<file path="src/rtl/vid_pattern_gen_if.sv">
// vid_pattern_gen_if: video timing and pixel bus from the pattern source to the linebuffer writer
interface vid_pattern_gen_if;
    logic        vsync;
    logic        hsync;
    logic        vde;
    logic [7:0]  o_data;
    logic        frame_start;
    logic [15:0] frame_count;

    modport master (
        output vsync, hsync, vde, o_data, frame_start, frame_count
    );

    modport slave (
        input vsync, hsync, vde, o_data, frame_start, frame_count
    );
endinterface

</file>
<file path="src/rtl/vid_pattern_gen.sv">
// vid_pattern_gen: synthetic video source with frame-synchronous pattern select and run control
module vid_pattern_gen #(
    parameter int unsigned H_ACTIVE    = 640,
    parameter int unsigned H_FP        = 16,
    parameter int unsigned H_SYNC      = 96,
    parameter int unsigned H_BP        = 48,
    parameter int unsigned V_ACTIVE    = 480,
    parameter int unsigned V_FP        = 10,
    parameter int unsigned V_SYNC      = 2,
    parameter int unsigned V_BP        = 33,
    parameter int unsigned CHECK_SHIFT = 3
) (
    input  logic               pclk,
    input  logic               reset_n,
    input  logic               en,
    input  logic [1:0]         mode,
    vid_pattern_gen_if.master  vid
);

    typedef enum logic {IDLE, RUN} state_t;

    localparam logic [11:0] H_TOTAL = 12'(H_ACTIVE + H_FP + H_SYNC + H_BP);
    localparam logic [11:0] V_TOTAL = 12'(V_ACTIVE + V_FP + V_SYNC + V_BP);
    localparam logic [11:0] H_ACT   = 12'(H_ACTIVE);
    localparam logic [11:0] V_ACT   = 12'(V_ACTIVE);
    localparam logic [11:0] HS_BEG  = 12'(H_ACTIVE + H_FP);
    localparam logic [11:0] HS_END  = 12'(H_ACTIVE + H_FP + H_SYNC);
    localparam logic [11:0] VS_BEG  = 12'(V_ACTIVE + V_FP);
    localparam logic [11:0] VS_END  = 12'(V_ACTIVE + V_FP + V_SYNC);

    state_t      state_q, state_d;
    logic [11:0] h_q, h_d;
    logic [11:0] v_q, v_d;
    logic [1:0]  mode_q, mode_d;
    logic [15:0] frame_count_q, frame_count_d;
    logic        vsync_q, vsync_d;
    logic        hsync_q, hsync_d;
    logic        vde_q, vde_d;
    logic [7:0]  data_q, data_d;
    logic        frame_start_q, frame_start_d;

    logic        run;
    logic        last_h;
    logic        last_v;
    logic [7:0]  pix;

    assign run    = (state_q == RUN);
    assign last_h = (h_q == H_TOTAL - 12'd1);
    assign last_v = (v_q == V_TOTAL - 12'd1);

    // Raster counters and run control; en and mode only take effect at a frame boundary
    always_comb begin
        state_d       = state_q;
        h_d           = h_q;
        v_d           = v_q;
        mode_d        = mode_q;
        frame_count_d = frame_count_q;
        if (!run) begin
            h_d = '0;
            v_d = '0;
            if (en) begin
                state_d = RUN;
                mode_d  = mode;
            end
        end else if (!last_h) begin
            h_d = h_q + 12'd1;
        end else if (!last_v) begin
            h_d = '0;
            v_d = v_q + 12'd1;
        end else begin
            h_d           = '0;
            v_d           = '0;
            frame_count_d = frame_count_q + 16'd1;
            if (en) begin
                mode_d = mode;
            end else begin
                state_d = IDLE;
            end
        end
    end

    // Timing and pixel decode from the current raster position; idle forces blanking values
    always_comb begin
        vde_d         = run && (h_q < H_ACT) && (v_q < V_ACT);
        hsync_d       = !(run && (h_q >= HS_BEG) && (h_q < HS_END));
        vsync_d       = run && (v_q >= VS_BEG) && (v_q < VS_END);
        frame_start_d = run && (h_q == 12'd0) && (v_q == 12'd0);
        pix = (mode_q == 2'd0) ? h_q[7:0] :
              (mode_q == 2'd1) ? v_q[7:0] :
              (mode_q == 2'd2) ? {8{h_q[CHECK_SHIFT] ^ v_q[CHECK_SHIFT]}} :
                                 frame_count_q[7:0];
        data_d = vde_d ? pix : 8'h00;
    end

    // State, counters and one register stage on every output so all outputs stay aligned
    always_ff @(posedge pclk or negedge reset_n) begin
        if (!reset_n) begin
            state_q       <= IDLE;
            h_q           <= '0;
            v_q           <= '0;
            mode_q        <= '0;
            frame_count_q <= '0;
            vsync_q       <= 1'b0;
            hsync_q       <= 1'b1;
            vde_q         <= 1'b0;
            data_q        <= 8'h00;
            frame_start_q <= 1'b0;
        end else begin
            state_q       <= state_d;
            h_q           <= h_d;
            v_q           <= v_d;
            mode_q        <= mode_d;
            frame_count_q <= frame_count_d;
            vsync_q       <= vsync_d;
            hsync_q       <= hsync_d;
            vde_q         <= vde_d;
            data_q        <= data_d;
            frame_start_q <= frame_start_d;
        end
    end

    assign vid.vsync       = vsync_q;
    assign vid.hsync       = hsync_q;
    assign vid.vde         = vde_q;
    assign vid.o_data      = data_q;
    assign vid.frame_start = frame_start_q;
    assign vid.frame_count = frame_count_q;

endmodule

</file>
<file path="src/flat_wrapper.sv">
// flat-port wrapper written by rule: the top's interface ports become plain ports
module vid_pattern_gen_flat 
#(
    parameter int unsigned H_ACTIVE    = 640,
    parameter int unsigned H_FP        = 16,
    parameter int unsigned H_SYNC      = 96,
    parameter int unsigned H_BP        = 48,
    parameter int unsigned V_ACTIVE    = 480,
    parameter int unsigned V_FP        = 10,
    parameter int unsigned V_SYNC      = 2,
    parameter int unsigned V_BP        = 33,
    parameter int unsigned CHECK_SHIFT = 3
)
  (pclk, reset_n, en, mode, vid_vsync, vid_hsync, vid_vde, vid_o_data, vid_frame_start, vid_frame_count);
  vid_pattern_gen_if vid_i ();
  input  logic pclk;
  input  logic reset_n;
  input  logic en;
  input  logic [1:0] mode;
  output wire logic [$bits(vid_i.vsync)-1:0] vid_vsync;
  output wire logic [$bits(vid_i.hsync)-1:0] vid_hsync;
  output wire logic [$bits(vid_i.vde)-1:0] vid_vde;
  output wire logic [$bits(vid_i.o_data)-1:0] vid_o_data;
  output wire logic [$bits(vid_i.frame_start)-1:0] vid_frame_start;
  output wire logic [$bits(vid_i.frame_count)-1:0] vid_frame_count;
  assign vid_vsync = vid_i.vsync;
  assign vid_hsync = vid_i.hsync;
  assign vid_vde = vid_i.vde;
  assign vid_o_data = vid_i.o_data;
  assign vid_frame_start = vid_i.frame_start;
  assign vid_frame_count = vid_i.frame_count;
  vid_pattern_gen #(.H_ACTIVE(H_ACTIVE), .H_FP(H_FP), .H_SYNC(H_SYNC), .H_BP(H_BP), .V_ACTIVE(V_ACTIVE), .V_FP(V_FP), .V_SYNC(V_SYNC), .V_BP(V_BP), .CHECK_SHIFT(CHECK_SHIFT)) u_core (.pclk(pclk), .reset_n(reset_n), .en(en), .mode(mode), .vid(vid_i));
endmodule
</file>
<file path="config.mk">
export PLATFORM = sky130hd
export DESIGN_NAME = vid_pattern_gen_flat
export DESIGN_NICKNAME = d
export VERILOG_FILES = /design/src/rtl/vid_pattern_gen_if.sv /design/src/rtl/vid_pattern_gen.sv /design/src/flat_wrapper.sv
export SDC_FILE = /design/constraint.sdc
export NUM_CORES = 1
export LEC_CHECK = 0
export CAP_MARGIN = 10
export CORE_UTILIZATION = 43
export CTS_BUF_LIST = sky130_fd_sc_hd__clkbuf_4
export CTS_CLUSTER_DIAMETER = 50
export DETAILED_ROUTE_END_ITERATION = 8
export PLACE_DENSITY = 0.63
export SLEW_MARGIN = 15
export SYNTH_ARGS = -nofsm -noshare
export SYNTH_HDL_FRONTEND = slang
export SYNTH_SLANG_ARGS = --single-unit
export TNS_END_PERCENT = 1
</file>
<file path="constraint.sdc">
create_clock -name pclk -period 2.2 [get_ports pclk]
set_input_delay 0.44 -clock pclk [delete_from_list [all_inputs] [get_ports pclk]]
set_output_delay 0.44 -clock pclk [all_outputs]
set_load 0.02 [all_outputs]
</file>
# After elaboration in Yosys (flattened, before gate mapping)
# Cells that the tools add are included.
# op_classes
addsub	3
n_lt_le_gt_ge	6
n_eq_ne	6
mux	17
bitwise	1
n_reduce_logical	14
# ops
operator	count
12-bit 2-to-1 mux	5
8-bit 2-to-1 mux	4
12-bit by 1-bit adder with 12-bit output, second input constant	2
12-bit by 10-bit == test with 1-bit output, second input constant	2
12-bit logical NOT	2
12-bit by 10-bit < comparator with 1-bit output, second input constant	2
12-bit by 9-bit < comparator with 1-bit output, second input constant	2
16-bit by 1-bit adder with 16-bit output, second input constant	1
12-bit by 10-bit greater-or-equal comparator with 1-bit output, second input constant	1
12-bit by 9-bit greater-or-equal comparator with 1-bit output, second input constant	1
1-bit logical AND	8
2-bit 2-to-1 mux	4
1-bit 2-to-1 mux	4
2-bit inequality test, second input constant	2
3-bit AND reduction	1
2-bit by 1-bit == test with 1-bit output, second input constant	1
2-bit == test, second input constant	1
2-bit logical NOT	1
2-bit AND reduction	1
1-bit logical NOT	1
1-bit bitwise XOR	1
# word_totals
regBits	55
inputBits	5
out_inout_bits	28
wordCells	57

# Logic depth before layout (Yosys ltp)
# Gate-level depths: netlist of the first run.
# logic_depth
depth_word	5
mapped_depth	7
ltp_nobuf	6

# Worst setup path after synthesis of the first run
# No wires, ideal clock.
# synth_timing
kind	register to register
startpoint	register u_core.h_q[11]
endpoint	register u_core.v_q[8]
setup_ps	65
arrival_ps	2021
required_time_ps	2135
setup_slack_ps	114
path_stages_with_launch	7
n_path_buf	2
period_less_slack_ps	2086
cell_sequence	dfrtp_1 -> or4_1 -> buf_2 -> or4_1 -> buf_2 -> o311ai_1 -> o21a_1
# synth_via
elab_chain_len	2
# synth_lines
element	line	text
start, declared	vid_pattern_gen.sv:32	logic [11:0] h_q, h_d;
start signal, assigned	vid_pattern_gen.sv:99	h_q <= '0;
start signal, assigned	vid_pattern_gen.sv:110	h_q <= h_d;
12-bit by 10-bit == test with 1-bit output	vid_pattern_gen.sv:48	assign last_h = (h_q == H_TOTAL - 12'd1);
2-bit inequality test (no source line)	n/a	
end signal, assigned	vid_pattern_gen.sv:111	v_q <= v_d;
end, declared	vid_pattern_gen.sv:33	logic [11:0] v_q, v_d;
# Every way passes these cells.
# A chain may end at the register's enable or synchronous reset.

# Final worst setup path of the first run
# layout_timing
startpoint	register u_core.h_q[11]
endpoint	register u_core.v_q[6]
# The elaborated chain is that of the path after synthesis.

==> results of run 1 <==
-- layer usage --
| layer | vias up | global-route usage |
|---|---|---|
| met2 | 44 | 0.3052 |
| li1 | 1128 | - |
| met1 | 1139 | 0.2801 |
| met5 | - | 0 |
| met3 | 6 | 0.03660 |
| met4 | 0 | 0.06626 |
-- cells by family (layout without fill, tap and decap cells) --
family / Yosys count / in the layout
compound gates: 47 / 47
xor+xnor: 25 / 25
fa+ha+maj: 5 / 5
buf+inv: 28 / 78
flops: 55 / 55
mux: 7 / 7
simple gates: 114 / 114
-- flip-flops by register name (all words and copies together), names as in the netlist --
name / count
u_core.vid.hsync: 1
u_core.run: 1
u_core.vid.frame_count: 16
u_core.vid.frame_start: 1
u_core.vid.vde: 1
u_core.vid.vsync: 1
u_core.v_q: 12
u_core.vid.o_data: 8
u_core.mode_q: 2
u_core.h_q: 12
-- power breakdown --
part | total, µW | switching (µW) | internal [µW]
Clock | 438 | 314 | 124
Sequential | 1010 | 0 | 1010
Combinational | 30.8 | 21.6 | 9.14
-- placed cells by master (no fill, tap or decap), drive strengths merged, types with 2 or more instances in the layout --
cell type / Yosys / routed
and4: 5 / 5
o21a: 2 / 2
nand2: 14 / 14
nor2: 17 / 17
ha: 5 / 5
nor3: 8 / 8
o221a: 6 / 6
xnor2: 24 / 24
or4: 4 / 4
buf: 6 / 27
and2: 3 / 3
or2: 2 / 2
nor4: 9 / 9
nor3b: 3 / 3
mux2: 6 / 6
nand3: 14 / 14
o311ai: 2 / 2
clkdlybuf4s50: 0 / 31
inv: 12 / 12
clkinv: 0 / 2
clkbuf: 10 / 5
a211oi: 3 / 3
a21oi: 12 / 12
nand4: 15 / 15
or3: 7 / 7
dfrtp: 54 / 54
and3: 3 / 3
nand2b: 3 / 3
o21ai: 13 / 13
-- through the flow --
| step | power (µW) | cell area [µm²] |
|---|---|---|
| finish | 1480 | 3505 |
| global placement | 1063 | 3427 |
| CTS | 1506 | 3492 |
| floorplan | 1031 | 2868 |
| global route | 1547 | 3505 |
| detailed placement | 1063 | 3427 |
-- what timing repair did --
item,CTS,global route
pin swaps,0,1
resized for setup,2,2
endpoints found under the setup margin,4,8
-- worst paths after layout --
path,to,depth (start not counted)
max,u_core.v_q[6],5
min,u_core.run,1
max reg2reg,u_core.v_q[6],5
min reg2reg,u_core.vid.frame_count[15],1
max in group asynchronous,u_core.vid.o_data[4],2
min in group pclk,u_core.vid.frame_count[15],1
-- cell type report --
class,instances,area [µm²]
fillers,546,2882
multi-input cells,198,1405
flip-flops and latches,55,1378
repair buffers,58,523.0
well taps,77,96.34
inverters,12,45.04
clock buffers,5,37.54
clock inverters,3,20.02
-- critical path, stage by stage, from the launching register on --
cell and delay [ps]:
dfrtp_1 410, or4_4 600, o41a_1 400, buf_4 180
or3_1 340, a21oi_1 160
==> results.py, run 1 <==
metrics = {
    "synthesis": {
        "yosys-top-cells-area": "dfrtp_1 47%, xnor2_1 7.3%, nand4_1 3.3%",
        "synth_top_area_share": 0.4712,
        "yosysTopAreaCell": "dfrtp_1",
        "netlist_area_um2": 2868,
        "synth.most_common_cell": "dfrtp_1",
        "synthFlopType": "dfrtp_1",
        "synth-edff-count": 0,
        "synth_fp_nets": 291,
        "synthSimpleGateAreaFrac": 0.2426,
        "synth_fa_ha_area_frac": 0.02182,
        "synth_xor_area_frac": 0.07635,
        "synth-compound-area-share": 0.1126,
        "synthMuxAreaShare": 0.02705,
        "synthCells": 281,
        "avgSynthCellArea_um2": 10.21,
        "ys_seq_area_frac": 0.4804,
        "synth.yosys.warnings": 0,
        "synth_top_family_by_area": "simple AND/OR/NAND/NOR gates",
        "synthArstFlopShare": 1.000,
        "synthDistinctLibCells": 49,
        "ys_ff_latch": 55,
        "yosys-top-cells-count": "54 x dfrtp_1, 24 x xnor2_1, 17 x nor2_1, 15 x nand4_1",
    },
    "routing": {
        "vias": 2317,
        "m1WireLength_um": 3129,
        "wl_per_cell_um": 15.72,
        "dr_wl_met3_um": 227,
        "viasPerCell": 5.679,
        "drc_errors": 0,
        "drt-initial-drc-count": 161,
        "wl_met2_um": 2976,
        "wirelength_um": 6413,
        "antenna_left": 0,
        "first_pass_iters": 4,
        "topRoutingLayerUsed": "met4",
    },
    "die": {
        "rows": 29,
        "coreArea_um2": 6386,
        "ioPinCount": 33,
        "fp.dieH_um": 83.67,
        "die_area_um2": 7000,
        "die_w_um": 83.67,
        "start_util": 0.4491,
    },
    "timing": {
        "fin_tns_setup_ps": 0,
        "finalSetupViolations": 0,
        "worst_pin_slew_ps": 544.9,
        "skew_ps": 12.22,
        "hold_ws_ps": 15.30,
        "drv_slew": 0,
        "fmax_ghz": 0.4702,
        "fin_crit_sh": 0.9667,
        "maxSlewHeadroom": 0.6367,
        "timing.final.ws_setup_ps": 73.16,
        "hold_viol": 0,
        "finalCriticalPeriod_ps": 2127,
        "rsz0062_at_grt": "yes",
    },
    "finish": {
        "antenna_cells": 0,
        "drive_above_1_share": 0.1752,
        "areaGrowthSynthToFinish_pct": 22.21,
        "fin_cells": 408,
        "finalNetCount": 340,
        "fin_util": 0.5488,
    },
    "clock_tree": {
        "clock_sinks": 55,
        "postCtsHoldBufs": 0,
        "cts_tree": "done",
        "cts_buffers": 5,
        "cts_buffer_depth": 2,
        "htree_levels": 2,
        "clkLatencyLatePin_ps": 380,
        "cts_setup_buffers": 0,
        "clk_pin_slew_worst_paths_ps": 160,
        "cts_root_buf": "clkbuf_4",
    },
    "place": {
        "dpl.cell_count": 400,
        "dpl.hpwl_um": 4839,
        "dp_slack_ps": -26.37,
        "gp_congestion": 0.7935,
        "numPortBuffers": 32,
    },
    "critical_path": {
        "crit_type": "reg -> reg",
        "startpoint": "u_core.h_q[11]",
        "end_kind": "register",
        "r2r-start": "u_core.h_q[11]",
        "cp.arrival_ps": 2440,
        "path_max_fanout": 5,
        "cp.required_ps": 2520,
        "startpoint_type": "register",
        "ff2ff_setup_slack_ps": 70,
    },
    "global_routing": {
        "grt_first_pass_wirelength_um": 11000,
        "grt_pass1_vias": 2264,
        "grt_max_degree": 35,
        "antenna_found_initial": 0,
        "grt_overflow": 0,
        "track_usage": 0.1975,
    },
    "status": {
        "status": "completed",
    },
    "pwr": {
        "p_leak_uw": 0.001461,
        "p_per_area_nw_per_um2": 422.3,
        "peakVddDrop_mv": 0.2391,
    },
    "hold_path": {
        "hp-class": "in -> async",
    },
    "flow_run": {
        "maxCapViolations": 0,
    },
}
No activity file was read; power rests on OpenSTA's default activity.
==> run 2, diff against run 1 <==
- MAX_ROUTING_LAYER: unset -> met4
- SLEW_MARGIN: 15 -> unset
==> run 2 against run 1 <==
Compared with the run above:
- worst hold slack improved by 2.3 ps
- die area unchanged
- flip-flop and latch count stayed put
- combinational power about the same
- cell count did not move
- fmax decreased by 0.21%
- non-clock buffer count unchanged
- largest power group unchanged
- critical path depth did not move
==> results.py, run 2 (synthesized netlist as in run 1, its figures left out) <==
metrics = {
    "timing": {
        "hold_ws_ps": 17.60,
        "worst_pin_slew_ps": 543.4,
        "timing.final.ws_setup_ps": 68.64,
        "fmax_ghz": 0.4692,
        "finalCriticalPeriod_ps": 2131,
        "fin_crit_sh": 0.9688,
        "rsz0062_at_grt": "yes",
        "hold_viol": 0,
        "drv_slew": 0,
        "skew_ps": 12.73,
        "maxSlewHeadroom": 0.6377,
        "finalSetupViolations": 0,
    },
    "finish": {
        "fillCellCount": 548,
        "mostFrequentLayoutCell": "dfrtp_1",
        "seq_area_um2": 1378,
        "layout_common_cells": "54 x dfrtp_1, 31 x clkdlybuf4s50_1, 25 x buf_4, 24 x xnor2_1, 17 x nor2_1",
        "areaGrowthSynthToFinish_pct": 22.29,
        "drive_above_1_share": 0.1782,
        "largest_reg_flops": 16,
        "antenna_cells": 0,
        "finalNetCount": 340,
        "fin_util": 0.5492,
        "multi_input_area_um2": 1408,
        "fin_cells": 408,
    },
    "place": {
        "gp_congestion": 0.8047,
        "dpl.hpwl_um": 4839,
        "numPortBuffers": 32,
        "dpl.cell_count": 400,
        "dp_slack_ps": -26.37,
    },
    "clock_tree": {
        "clock_sinks": 55,
        "cts_buffers": 5,
        "cts_tree": "done",
        "cts_buffer_depth": 2,
        "cts_root_buf": "clkbuf_4",
        "clk_pin_slew_worst_paths_ps": 160,
        "postCtsHoldBufs": 0,
        "clkLatencyLatePin_ps": 370,
        "htree_levels": 2,
    },
    "critical_path": {
        "path_max_fanout": 5,
        "end_kind": "register",
        "cp.required_ps": 2510,
        "cp.arrival_ps": 2450,
        "crit_type": "reg -> reg",
        "startpoint_type": "register",
    },
    "die": {
        "ioPinCount": 33,
        "fp.dieH_um": 83.67,
        "die_area_um2": 7000,
        "rows": 29,
        "start_util": 0.4491,
        "coreArea_um2": 6386,
        "die_w_um": 83.67,
    },
    "routing": {
        "first_pass_iters": 4,
        "drc_errors": 0,
        "vias": 2323,
        "viasPerCell": 5.694,
        "wirelength_um": 6392,
        "drt-initial-drc-count": 149,
        "antenna_left": 0,
        "wl_per_cell_um": 15.67,
    },
    "global_routing": {
        "track_usage": 0.2028,
        "grt_pass1_vias": 2276,
        "grt_first_pass_wirelength_um": 10990,
        "grt_max_degree": 35,
        "antenna_found_initial": 0,
        "grt_overflow": 0,
    },
    "pwr": {
        "p_leak_uw": 0.001460,
        "p_per_area_nw_per_um2": 422.1,
        "peakVddDrop_mv": 0.2385,
    },
    "flow_run": {
        "maxCapViolations": 0,
    },
    "status": {
        "status": "completed",
    },
    "hold_path": {
        "hp-class": "in -> async",
    },
}
run 2: routing by layer:
layer	part of all wire	global-route usage	up-vias
met3	0.038	0.03660	6
li1	-	-	1127
met1	0.49	0.2788	1139
met2	0.46	0.3052	51
met4	0.0086	0.06626	0
met5	0	-	-
run 2: worst paths after layout:
check | start | end | slack, ps | cells after the start
max | u_core.h_q[11] | u_core.v_q[6] | 70 | 5
min | reset_n | u_core.run | 20 | 1
max reg2reg | u_core.h_q[11] | u_core.v_q[6] | 70 | 5
min reg2reg | u_core.vid.frame_count[15] | u_core.vid.frame_count[15] | 500 | 1
max in group asynchronous | reset_n | u_core.vid.frame_count[2] | 1630 | 2
min in group pclk | u_core.vid.frame_count[15] | u_core.vid.frame_count[15] | 500 | 1
run 2: stage by stage:
| step | power [µW] | TNS (ps) | instance area [µm²] |
|---|---|---|---|
| after floorplan | 1031 | 0 | 2868 |
| after global placement | 1063 | 0 | 3427 |
| after detailed placement | 1063 | -34.55 | 3427 |
| after CTS | 1506 | 0 | 3492 |
| after global routing | 1545 | -12.62 | 3507 |
| final | 1480 | 0 | 3507 |
run 2: area by class of cell:
cell class	count	area share
Clock buffer	5	0.01070
Clock inverter	3	0.005708
Inverter	12	0.01284
Multi-Input combinational cell	198	0.4014
Sequential cell	55	0.3928
Tap cell	77	0.02747
Timing Repair Buffer	58	0.1491
run 2: critical path: stages (launching register included):
cell and delay, ps:
dfrtp_1 410, or4_4 600, o41a_1 400, buf_4 180
or3_1 340, a21oi_1 160
run 2: repair_timing:
action	in CTS	in global routing
gates resized for setup	2	3
pin swaps	0	1
setup buffers	0	0
setup endpoints to repair	4	8
run 2: power breakdown:
group	total, µW	switching (µW)	internal, µW	leakage, µW
Clock	438	314	124	0.0000288
Sequential	1010	0	1010	0.000731
Combinational	30.8	21.7	9.15	0.000700
